===== config.mk =====
export PLATFORM = sky130hd
export DESIGN_NAME = spi_accel_responder_flat
export DESIGN_NICKNAME = d
export VERILOG_FILES = /design/src/rtl/spi_accel_responder_pkg.sv /design/src/rtl/spi_accel_responder_if.sv /design/src/rtl/spi_accel_responder_sync_edge.sv /design/src/rtl/spi_accel_responder.sv /design/src/flat_wrapper.sv
export SDC_FILE = /design/constraint.sdc
export NUM_CORES = 1
export LEC_CHECK = 0
export CORE_UTILIZATION = 40
export DETAILED_ROUTE_END_ITERATION = 6
export DONT_BUFFER_PORTS = 1
export PLACE_DENSITY_LB_ADDON = 0.12
export SKIP_LAST_GASP = 1
export SYNTH_ARGS = -nofsm -noshare
export SYNTH_HDL_FRONTEND = slang
export SYNTH_SLANG_ARGS = --single-unit

===== constraint.sdc =====
create_clock -name CLOCK_50 -period 2.5 [get_ports CLOCK_50]
set_input_delay 0.5 -clock CLOCK_50 [delete_from_list [all_inputs] [get_ports CLOCK_50]]
set_output_delay 0.5 -clock CLOCK_50 [all_outputs]
set_load 0.01 [all_outputs]

===== src/rtl/spi_accel_responder_pkg.sv =====
// Shared types and constants for the SPI accelerometer register responder:
// FSM state encoding, register map addresses and RW register reset values.
package spi_accel_pkg;

  typedef enum logic [1:0] {
    IDLE  = 2'd0,
    CMD   = 2'd1,
    READ  = 2'd2,
    WRITE = 2'd3
  } state_e;

  localparam logic [5:0] ADDR_DEVID       = 6'h00;
  localparam logic [5:0] ADDR_BW_RATE     = 6'h2C;
  localparam logic [5:0] ADDR_POWER_CTL   = 6'h2D;
  localparam logic [5:0] ADDR_DATA_FORMAT = 6'h31;
  localparam logic [5:0] ADDR_DATAX0      = 6'h32;
  localparam logic [5:0] ADDR_DATAX1      = 6'h33;
  localparam logic [5:0] ADDR_DATAY0      = 6'h34;
  localparam logic [5:0] ADDR_DATAY1      = 6'h35;
  localparam logic [5:0] ADDR_DATAZ0      = 6'h36;
  localparam logic [5:0] ADDR_DATAZ1      = 6'h37;

  localparam logic [7:0] BW_RATE_RST     = 8'h0A;
  localparam logic [7:0] POWER_CTL_RST   = 8'h00;
  localparam logic [7:0] DATA_FORMAT_RST = 8'h00;

  // True for the addresses a master is allowed to write.
  function automatic logic is_rw_addr(input logic [5:0] addr);
    return (addr == ADDR_BW_RATE) || (addr == ADDR_POWER_CTL) ||
           (addr == ADDR_DATA_FORMAT);
  endfunction

endpackage


===== src/rtl/spi_accel_responder_if.sv =====
// SPI pins between the bus master and the responder. miso_oe tells the
// board top when to drive miso; otherwise the pin is tri-stated there.
interface spi_accel_responder_if;
  logic sclk;
  logic ss_n;
  logic mosi;
  logic miso;
  logic miso_oe;

  modport master (output sclk, output ss_n, output mosi,
                  input miso, input miso_oe);
  modport slave  (input sclk, input ss_n, input mosi,
                  output miso, output miso_oe);
endinterface


===== src/rtl/spi_accel_responder_sync_edge.sv =====
// Multi-flop synchronizer for one asynchronous input, with single-cycle
// rise/fall pulses derived from the synchronized level.
module spi_sync_edge #(
  parameter int   STAGES    = 2,
  parameter logic RESET_VAL = 1'b0
) (
  input  logic clk_i,
  input  logic rst_n_i,
  input  logic d_i,
  output logic q_o,
  output logic rise_o,
  output logic fall_o
);

  logic [STAGES-1:0] sync_q;
  logic              prev_q;

  // Shift the raw input through the chain; keep last level for edge detect.
  always_ff @(posedge clk_i or negedge rst_n_i) begin
    if (!rst_n_i) begin
      sync_q <= {STAGES{RESET_VAL}};
      prev_q <= RESET_VAL;
    end else begin
      sync_q <= {sync_q[STAGES-2:0], d_i};
      prev_q <= sync_q[STAGES-1];
    end
  end

  // Edge pulses are combinational off the last stage so a consumer can
  // register the reaction one cycle after the level settles.
  assign q_o    = sync_q[STAGES-1];
  assign rise_o = sync_q[STAGES-1] & ~prev_q;
  assign fall_o = ~sync_q[STAGES-1] & prev_q;

endmodule


===== src/rtl/spi_accel_responder.sv =====
// SPI mode-3 register responder emulating a small accelerometer register
// file. SPI pins are oversampled on CLOCK_50; a command byte selects
// read/write, multi-byte mode and a 6-bit start address.
module spi_accel_responder
  import spi_accel_pkg::*;
#(
  parameter logic [7:0] DEVID       = 8'hE5,
  parameter int         SYNC_STAGES = 2
) (
  input  logic                 CLOCK_50,
  input  logic                 reset_n,
  spi_accel_responder_if.slave spi,
  input  logic                 sample_valid,
  input  logic signed [15:0]   data_x,
  input  logic signed [15:0]   data_y,
  input  logic signed [15:0]   data_z,
  output logic [7:0]           bw_rate,
  output logic [7:0]           power_ctl,
  output logic [7:0]           data_format,
  output logic                 wr_stb,
  output logic [5:0]           wr_addr,
  output logic [7:0]           wr_data,
  output logic                 busy
);

  // Synchronized SPI pins and their edge pulses.
  logic sclk_level_unused, sclk_rise, sclk_fall;
  logic ss_level, ss_rise, ss_fall;
  logic mosi_level, mosi_rise_unused, mosi_fall_unused;

  spi_sync_edge #(.STAGES(SYNC_STAGES), .RESET_VAL(1'b1)) u_sync_sclk (
    .clk_i(CLOCK_50), .rst_n_i(reset_n), .d_i(spi.sclk),
    .q_o(sclk_level_unused), .rise_o(sclk_rise), .fall_o(sclk_fall)
  );

  spi_sync_edge #(.STAGES(SYNC_STAGES), .RESET_VAL(1'b1)) u_sync_ss (
    .clk_i(CLOCK_50), .rst_n_i(reset_n), .d_i(spi.ss_n),
    .q_o(ss_level), .rise_o(ss_rise), .fall_o(ss_fall)
  );

  spi_sync_edge #(.STAGES(SYNC_STAGES), .RESET_VAL(1'b0)) u_sync_mosi (
    .clk_i(CLOCK_50), .rst_n_i(reset_n), .d_i(spi.mosi),
    .q_o(mosi_level), .rise_o(mosi_rise_unused), .fall_o(mosi_fall_unused)
  );

  state_e      state_q;
  logic [2:0]  bit_cnt_q;
  logic [6:0]  shift_in_q;
  logic [7:0]  shift_out_q;
  logic        miso_q;
  logic [5:0]  addr_q;
  logic        mb_q;
  logic        first_q;
  logic [7:0]  bw_rate_q, power_ctl_q, data_format_q;
  logic        wr_stb_q;
  logic [5:0]  wr_addr_q;
  logic [7:0]  wr_data_q;
  logic [15:0] live_x_q, live_y_q, live_z_q;
  logic [15:0] shadow_x_q, shadow_y_q, shadow_z_q;

  // The byte as it stands once the current rising-edge bit is included.
  logic [7:0] rx_byte_d;
  logic [5:0] addr_inc_d;
  assign rx_byte_d  = {shift_in_q, mosi_level};
  assign addr_inc_d = addr_q + 6'd1;

  // Register map read mux; sample bytes come from the shadow copy so a
  // burst always returns one coherent sample.
  function automatic logic [7:0] reg_read(input logic [5:0] addr);
    case (addr)
      ADDR_DEVID:       return DEVID;
      ADDR_BW_RATE:     return bw_rate_q;
      ADDR_POWER_CTL:   return power_ctl_q;
      ADDR_DATA_FORMAT: return data_format_q;
      ADDR_DATAX0:      return shadow_x_q[7:0];
      ADDR_DATAX1:      return shadow_x_q[15:8];
      ADDR_DATAY0:      return shadow_y_q[7:0];
      ADDR_DATAY1:      return shadow_y_q[15:8];
      ADDR_DATAZ0:      return shadow_z_q[7:0];
      ADDR_DATAZ1:      return shadow_z_q[15:8];
      default:          return 8'h00;
    endcase
  endfunction

  // Capture every new sample into the live registers regardless of state.
  always_ff @(posedge CLOCK_50 or negedge reset_n) begin
    if (!reset_n) begin
      live_x_q <= '0;
      live_y_q <= '0;
      live_z_q <= '0;
    end else if (sample_valid) begin
      live_x_q <= data_x;
      live_y_q <= data_y;
      live_z_q <= data_z;
    end
  end

  // Transaction FSM with shift registers, register file and write strobe.
  always_ff @(posedge CLOCK_50 or negedge reset_n) begin
    if (!reset_n) begin
      state_q       <= IDLE;
      bit_cnt_q     <= '0;
      shift_in_q    <= '0;
      shift_out_q   <= '0;
      miso_q        <= 1'b0;
      addr_q        <= '0;
      mb_q          <= 1'b0;
      first_q       <= 1'b0;
      bw_rate_q     <= BW_RATE_RST;
      power_ctl_q   <= POWER_CTL_RST;
      data_format_q <= DATA_FORMAT_RST;
      wr_stb_q      <= 1'b0;
      wr_addr_q     <= '0;
      wr_data_q     <= '0;
      shadow_x_q    <= '0;
      shadow_y_q    <= '0;
      shadow_z_q    <= '0;
    end else begin
      wr_stb_q <= 1'b0;
      if (ss_rise) begin
        // Deselect aborts whatever is in flight; partial bytes vanish.
        state_q   <= IDLE;
        bit_cnt_q <= '0;
      end else begin
        case (state_q)
          IDLE: begin
            if (ss_fall) begin
              state_q     <= CMD;
              bit_cnt_q   <= '0;
              shift_out_q <= '0;
              miso_q      <= 1'b0;
              // A sample arriving on this very cycle wins over the live copy.
              shadow_x_q  <= sample_valid ? data_x : live_x_q;
              shadow_y_q  <= sample_valid ? data_y : live_y_q;
              shadow_z_q  <= sample_valid ? data_z : live_z_q;
            end
          end
          default: begin
            if (sclk_fall) begin
              miso_q      <= shift_out_q[7];
              shift_out_q <= {shift_out_q[6:0], 1'b0};
            end
            if (sclk_rise) begin
              shift_in_q <= rx_byte_d[6:0];
              bit_cnt_q  <= bit_cnt_q + 3'd1;
              if (bit_cnt_q == 3'd7) begin
                case (state_q)
                  CMD: begin
                    addr_q  <= rx_byte_d[5:0];
                    mb_q    <= rx_byte_d[6];
                    first_q <= 1'b1;
                    if (rx_byte_d[7]) begin
                      state_q     <= READ;
                      shift_out_q <= reg_read(rx_byte_d[5:0]);
                    end else begin
                      state_q <= WRITE;
                    end
                  end
                  READ: begin
                    first_q <= 1'b0;
                    if (mb_q) begin
                      addr_q      <= addr_inc_d;
                      shift_out_q <= reg_read(addr_inc_d);
                    end else begin
                      shift_out_q <= 8'h00;
                    end
                  end
                  WRITE: begin
                    first_q <= 1'b0;
                    if (mb_q || first_q) begin
                      if (mb_q) addr_q <= addr_inc_d;
                      if (is_rw_addr(addr_q)) begin
                        wr_stb_q  <= 1'b1;
                        wr_addr_q <= addr_q;
                        wr_data_q <= rx_byte_d;
                        case (addr_q)
                          ADDR_BW_RATE:   bw_rate_q     <= rx_byte_d;
                          ADDR_POWER_CTL: power_ctl_q   <= rx_byte_d;
                          default:        data_format_q <= rx_byte_d;
                        endcase
                      end
                    end
                  end
                  default: ;
                endcase
              end
            end
          end
        endcase
      end
    end
  end

  assign spi.miso    = miso_q;
  assign spi.miso_oe = ~ss_level;
  assign busy        = ~ss_level;
  assign bw_rate     = bw_rate_q;
  assign power_ctl   = power_ctl_q;
  assign data_format = data_format_q;
  assign wr_stb      = wr_stb_q;
  assign wr_addr     = wr_addr_q;
  assign wr_data     = wr_data_q;

endmodule


===== src/flat_wrapper.sv =====
// flat-port wrapper written by rule: the top's interface ports become plain ports
module spi_accel_responder_flat import spi_accel_pkg::*;
#(
  parameter logic [7:0] DEVID       = 8'hE5,
  parameter int         SYNC_STAGES = 2
)
  (CLOCK_50, reset_n, sample_valid, data_x, data_y, data_z, bw_rate, power_ctl, data_format, wr_stb, wr_addr, wr_data, busy, spi_sclk, spi_ss_n, spi_mosi, spi_miso, spi_miso_oe);
  spi_accel_responder_if spi_i ();
  input  logic CLOCK_50;
  input  logic reset_n;
  input  logic sample_valid;
  input  logic signed [15:0] data_x;
  input  logic signed [15:0] data_y;
  input  logic signed [15:0] data_z;
  output logic [7:0] bw_rate;
  output logic [7:0] power_ctl;
  output logic [7:0] data_format;
  output logic wr_stb;
  output logic [5:0] wr_addr;
  output logic [7:0] wr_data;
  output logic busy;
  input wire logic [$bits(spi_i.sclk)-1:0] spi_sclk;
  input wire logic [$bits(spi_i.ss_n)-1:0] spi_ss_n;
  input wire logic [$bits(spi_i.mosi)-1:0] spi_mosi;
  output wire logic [$bits(spi_i.miso)-1:0] spi_miso;
  output wire logic [$bits(spi_i.miso_oe)-1:0] spi_miso_oe;
  assign spi_i.sclk = spi_sclk;
  assign spi_i.ss_n = spi_ss_n;
  assign spi_i.mosi = spi_mosi;
  assign spi_miso = spi_i.miso;
  assign spi_miso_oe = spi_i.miso_oe;
  spi_accel_responder #(.DEVID(DEVID), .SYNC_STAGES(SYNC_STAGES)) u_core (.CLOCK_50(CLOCK_50), .reset_n(reset_n), .spi(spi_i), .sample_valid(sample_valid), .data_x(data_x), .data_y(data_y), .data_z(data_z), .bw_rate(bw_rate), .power_ctl(power_ctl), .data_format(data_format), .wr_stb(wr_stb), .wr_addr(wr_addr), .wr_data(wr_data), .busy(busy));
endmodule

==> reports/qor.csv <==
metric;value;unit
level count of the clock H-tree;4;
ratio of total power to cell area;725;nW/um^2
Post-DP HPWL;17700;um
fraction of final layout cells with drive strength greater than 1;0.177;
Max-cap violations;0;
most frequent cells in the layout;sky130_fd_sc_hd__nand2_1, sky130_fd_sc_hd__dfrtp_1, sky130_fd_sc_hd__mux2_2;
final worst-path cycle share;0.957;
most common cell after layout, fill and taps aside;sky130_fd_sc_hd__nand2_1;
unrepaired setup endpoints after global routing;false;
CP Cell Sequence;nor2b_1, buf_4, nor2_1, nor2_1, o21ai_0, a21oi_1;
clock tree from TritonCTS;yes;
post-synthesis instance area;8390;um^2
clock latency reported for the late side of the worst-skew pair;430;ps
Die Area;21600;um^2
placeable core region;20400;um^2
count of antenna-violating nets left after detailed routing;0;
Syn-to-layout area delta;11.0;%
instance area at placement;8770;um^2
total count of hold-check failures in the final report;167;
number of cells produced by synthesis;816;
post-layout min period;2390;ps
top cells by area, synth;sky130_fd_sc_hd__dfrtp_1, sky130_fd_sc_hd__nand2_1, sky130_fd_sc_hd__mux2_2;
Die Y;147;um
Post-synth EDFFs;0;
worst slack at placement;141;ps
share of synthesized area occupied by flip-flops and latches;0.514;
Hold WS;-242;ps
worst path required time;2850;ps
post-synth net total;883;
standby leakage power;0.00436;uW
remaining global-route overflow;0;
Tightest Hold Check Type;input port to async pin;
DRC violation count after routing;0;
slowest stage cell, crit path;sky130_fd_sc_hd__nor2_1;
violated checks;negative hold slack;
# nets final;884;
setup total negative slack;0;ps
critical path capture point type;register;
CTS clock-pin slew for the worst setup and hold paths;70;ps
worst path arrival time;2740;ps
# resized after CTS;0;
Syn Area/Cell;10.3;um^2
number of warnings reported in the yosys synthesis log;0;
Filler Cell Count;1948;
least setup slack across all paths after layout;108;ps
weighted congestion at the end of routability-driven global placement;0.895;
share of flip-flops with an asynchronous set or reset after synthesis;1.00;
most used flip-flop cell after synthesis;sky130_fd_sc_hd__dfrtp_1;
class of the most critical setup path;register to register;
setup violators final;0;
highest ir drop seen on vdd;0.432;mV
maximum operating frequency;418;MHz
number of distinct standard cells referenced by the synthesized netlist;65;
Max FO, Critical Path;10;
Buffers & Inverters on Critical Path;1;
number of buffers on the longest clock path;2;
status;complete, but fails checks;
n_diodes;0;
footprint of the flip-flops and latches;4310;um^2
root buffer cell;sky130_fd_sc_hd__clkbuf_16;
number of buffers added for setup after CTS;0;
Buffers on Ports;0;
CP dominant cell by count;sky130_fd_sc_hd__nor2_1;
CP peak stage delay;900;ps
vias per cell;5.82;
antenna violations before repair;0;
Max transition margin;0.213;
Synth top area share;0.489;
CP delay by family, top;simple AND/OR/NAND/NOR gates;
number of design-rule violations left by the first detailed-router iteration;659;
count of boundary I/O pins;96;
initial core utilization;0.411;
GRT Total Usage;0.243;
worst setup skew after layout;16.0;ps
maximum number of pins on one net before global-route repair;173;
combined area of the multi-input logic cells;3820;um^2
count of final max-slew check failures;0;
x dimension of the die;147;um
flip-flop and latch count after synthesis;172;
per-cell routed wire length;22.8;um
Rows;52;
number of detailed-route iterations in the first pass;5;
number of CTS-inserted buffers;17;
Post-Layout Inst Area;9310;um^2
vias;6401;
number of global-route vias before repair;6683;
leading area contributor after synthesis;sky130_fd_sc_hd__dfrtp_1;
type of element launching the critical path;register;
wire length of the first global-routing pass;39700;um
number of clock sinks;172;
Worst-Margin Slew;1180;ps
final WL;25100;um
## layer usage
metal  global-route usage  vias up  share of wire
li1                     -     2883              -
met1                0.328     3172           0.44
met2                0.378      300           0.46
met3               0.0612       46          0.085
met4               0.0870        0          0.020
met5                    0        -              0
## final cells by class
class,count,area share
Clock inverter,13,0.0124
Inverter,9,0.00363
Clock buffer,19,0.0465
Sequential cell,172,0.463
Multi-Input combinational cell,582,0.410
Timing Repair Buffer,35,0.0282
Tap cell,270,0.0363
## Yosys cell counts (3+ instances only)
master	number
sky130_fd_sc_hd__clkbuf_1	40
sky130_fd_sc_hd__and2_1	6
sky130_fd_sc_hd__nand2b_1	4
sky130_fd_sc_hd__a21oi_1	22
sky130_fd_sc_hd__o21ai_1	10
sky130_fd_sc_hd__nor4b_2	3
sky130_fd_sc_hd__mux2_2	57
sky130_fd_sc_hd__dfrtp_1	164
sky130_fd_sc_hd__a22o_1	24
sky130_fd_sc_hd__nor2_1	10
sky130_fd_sc_hd__nor3_1	4
sky130_fd_sc_hd__buf_1	3
sky130_fd_sc_hd__nand3_1	24
sky130_fd_sc_hd__nand4_1	5
sky130_fd_sc_hd__dfstp_2	8
sky130_fd_sc_hd__inv_1	8
sky130_fd_sc_hd__o22ai_1	3
sky130_fd_sc_hd__mux2i_1	8
sky130_fd_sc_hd__o211ai_1	6
sky130_fd_sc_hd__mux2_1	25
sky130_fd_sc_hd__a221oi_1	6
sky130_fd_sc_hd__nor2b_1	6
sky130_fd_sc_hd__buf_2	7
sky130_fd_sc_hd__a222oi_1	4
sky130_fd_sc_hd__and4b_1	4
sky130_fd_sc_hd__nand2_1	225
sky130_fd_sc_hd__o21ai_0	13
sky130_fd_sc_hd__nand4b_1	3
sky130_fd_sc_hd__ha_1	13
sky130_fd_sc_hd__and3_1	8
sky130_fd_sc_hd__a22oi_1	41
sky130_fd_sc_hd__a31oi_1	5
sky130_fd_sc_hd__and3b_1	5
sky130_fd_sc_hd__a21boi_0	3
## state kept, by name, summed over array words and instances (netlist names), 16 cells and up
| register | flops |
|---|---|
| u_core.live_x_q | 16 |
| u_core.live_y_q | 16 |
| u_core.live_z_q | 16 |
| u_core.shadow_x_q | 16 |
| u_core.shadow_y_q | 16 |
| u_core.shadow_z_q | 16 |
## final timing paths
check / cells after the start / start / slack, ps / end
max in group asynchronous: 0 / reset_n / 2470 / u_core.u_sync_sclk.sync_q[1]$_DFF_PN1_
worst min-delay path: 0 / reset_n / -240 / u_core.live_z_q[9]$_DFF_PN0_
min in group CLOCK_50: 0 / spi_sclk / 60 / u_core.u_sync_sclk.sync_q[0]$_DFF_PN1_
worst max register to register: 6 / u_core.u_sync_ss.sync_q[1]$_DFF_PN1_ / 110 / u_core.spi.miso$_DFFE_PN0P_
worst max-delay path: 6 / u_core.u_sync_ss.sync_q[1]$_DFF_PN1_ / 110 / u_core.spi.miso$_DFFE_PN0P_
worst min register to register: 0 / u_core.u_sync_mosi.sync_q[0]$_DFF_PN0_ / 350 / u_core.u_sync_mosi.sync_q[1]$_DFF_PN0_
## worst register-to-register path: stages (launching register included)
cell                      delay, ps
sky130_fd_sc_hd__dfstp_2        570
sky130_fd_sc_hd__nor2b_1        200
sky130_fd_sc_hd__buf_4          160
sky130_fd_sc_hd__nor2_1          80
sky130_fd_sc_hd__nor2_1         900
sky130_fd_sc_hd__o21ai_0        220
sky130_fd_sc_hd__a21oi_1        180
## logic make-up (layout without fill, tap and decap cells)
logic type / Yosys count / after routing / share of synthesized area
compound gates: 153 / 153 / 0.131
fa+ha+maj: 13 / 13 / 0.0194
buf+inv: 62 / 76 / 0.0310
flops: 172 / 172 / 0.514
mux: 90 / 90 / 0.120
simple gates: 326 / 326 / 0.185
## metrics by stage
stage / utilization / total power [uW] / hold WS [ps] / instances
floorplan: - / 3880 / 204 / 816
global placement: 0.429 / 4230 / 210 / 1068
detailed placement: 0.429 / 4260 / 209 / 1068
CTS: 0.456 / 6810 / -256 / 1100
global route: 0.456 / 7040 / -260 / 1100
finish: 0.456 / 6750 / -242 / 1100
## where the power goes
| part | switching (uW) | internal (uW) |
|---|---|---|
| Sequential | 396 | 3100 |
| Combinational | 393 | 334 |
| Clock | 1140 | 1380 |
(Power assumes the default switching activity.)
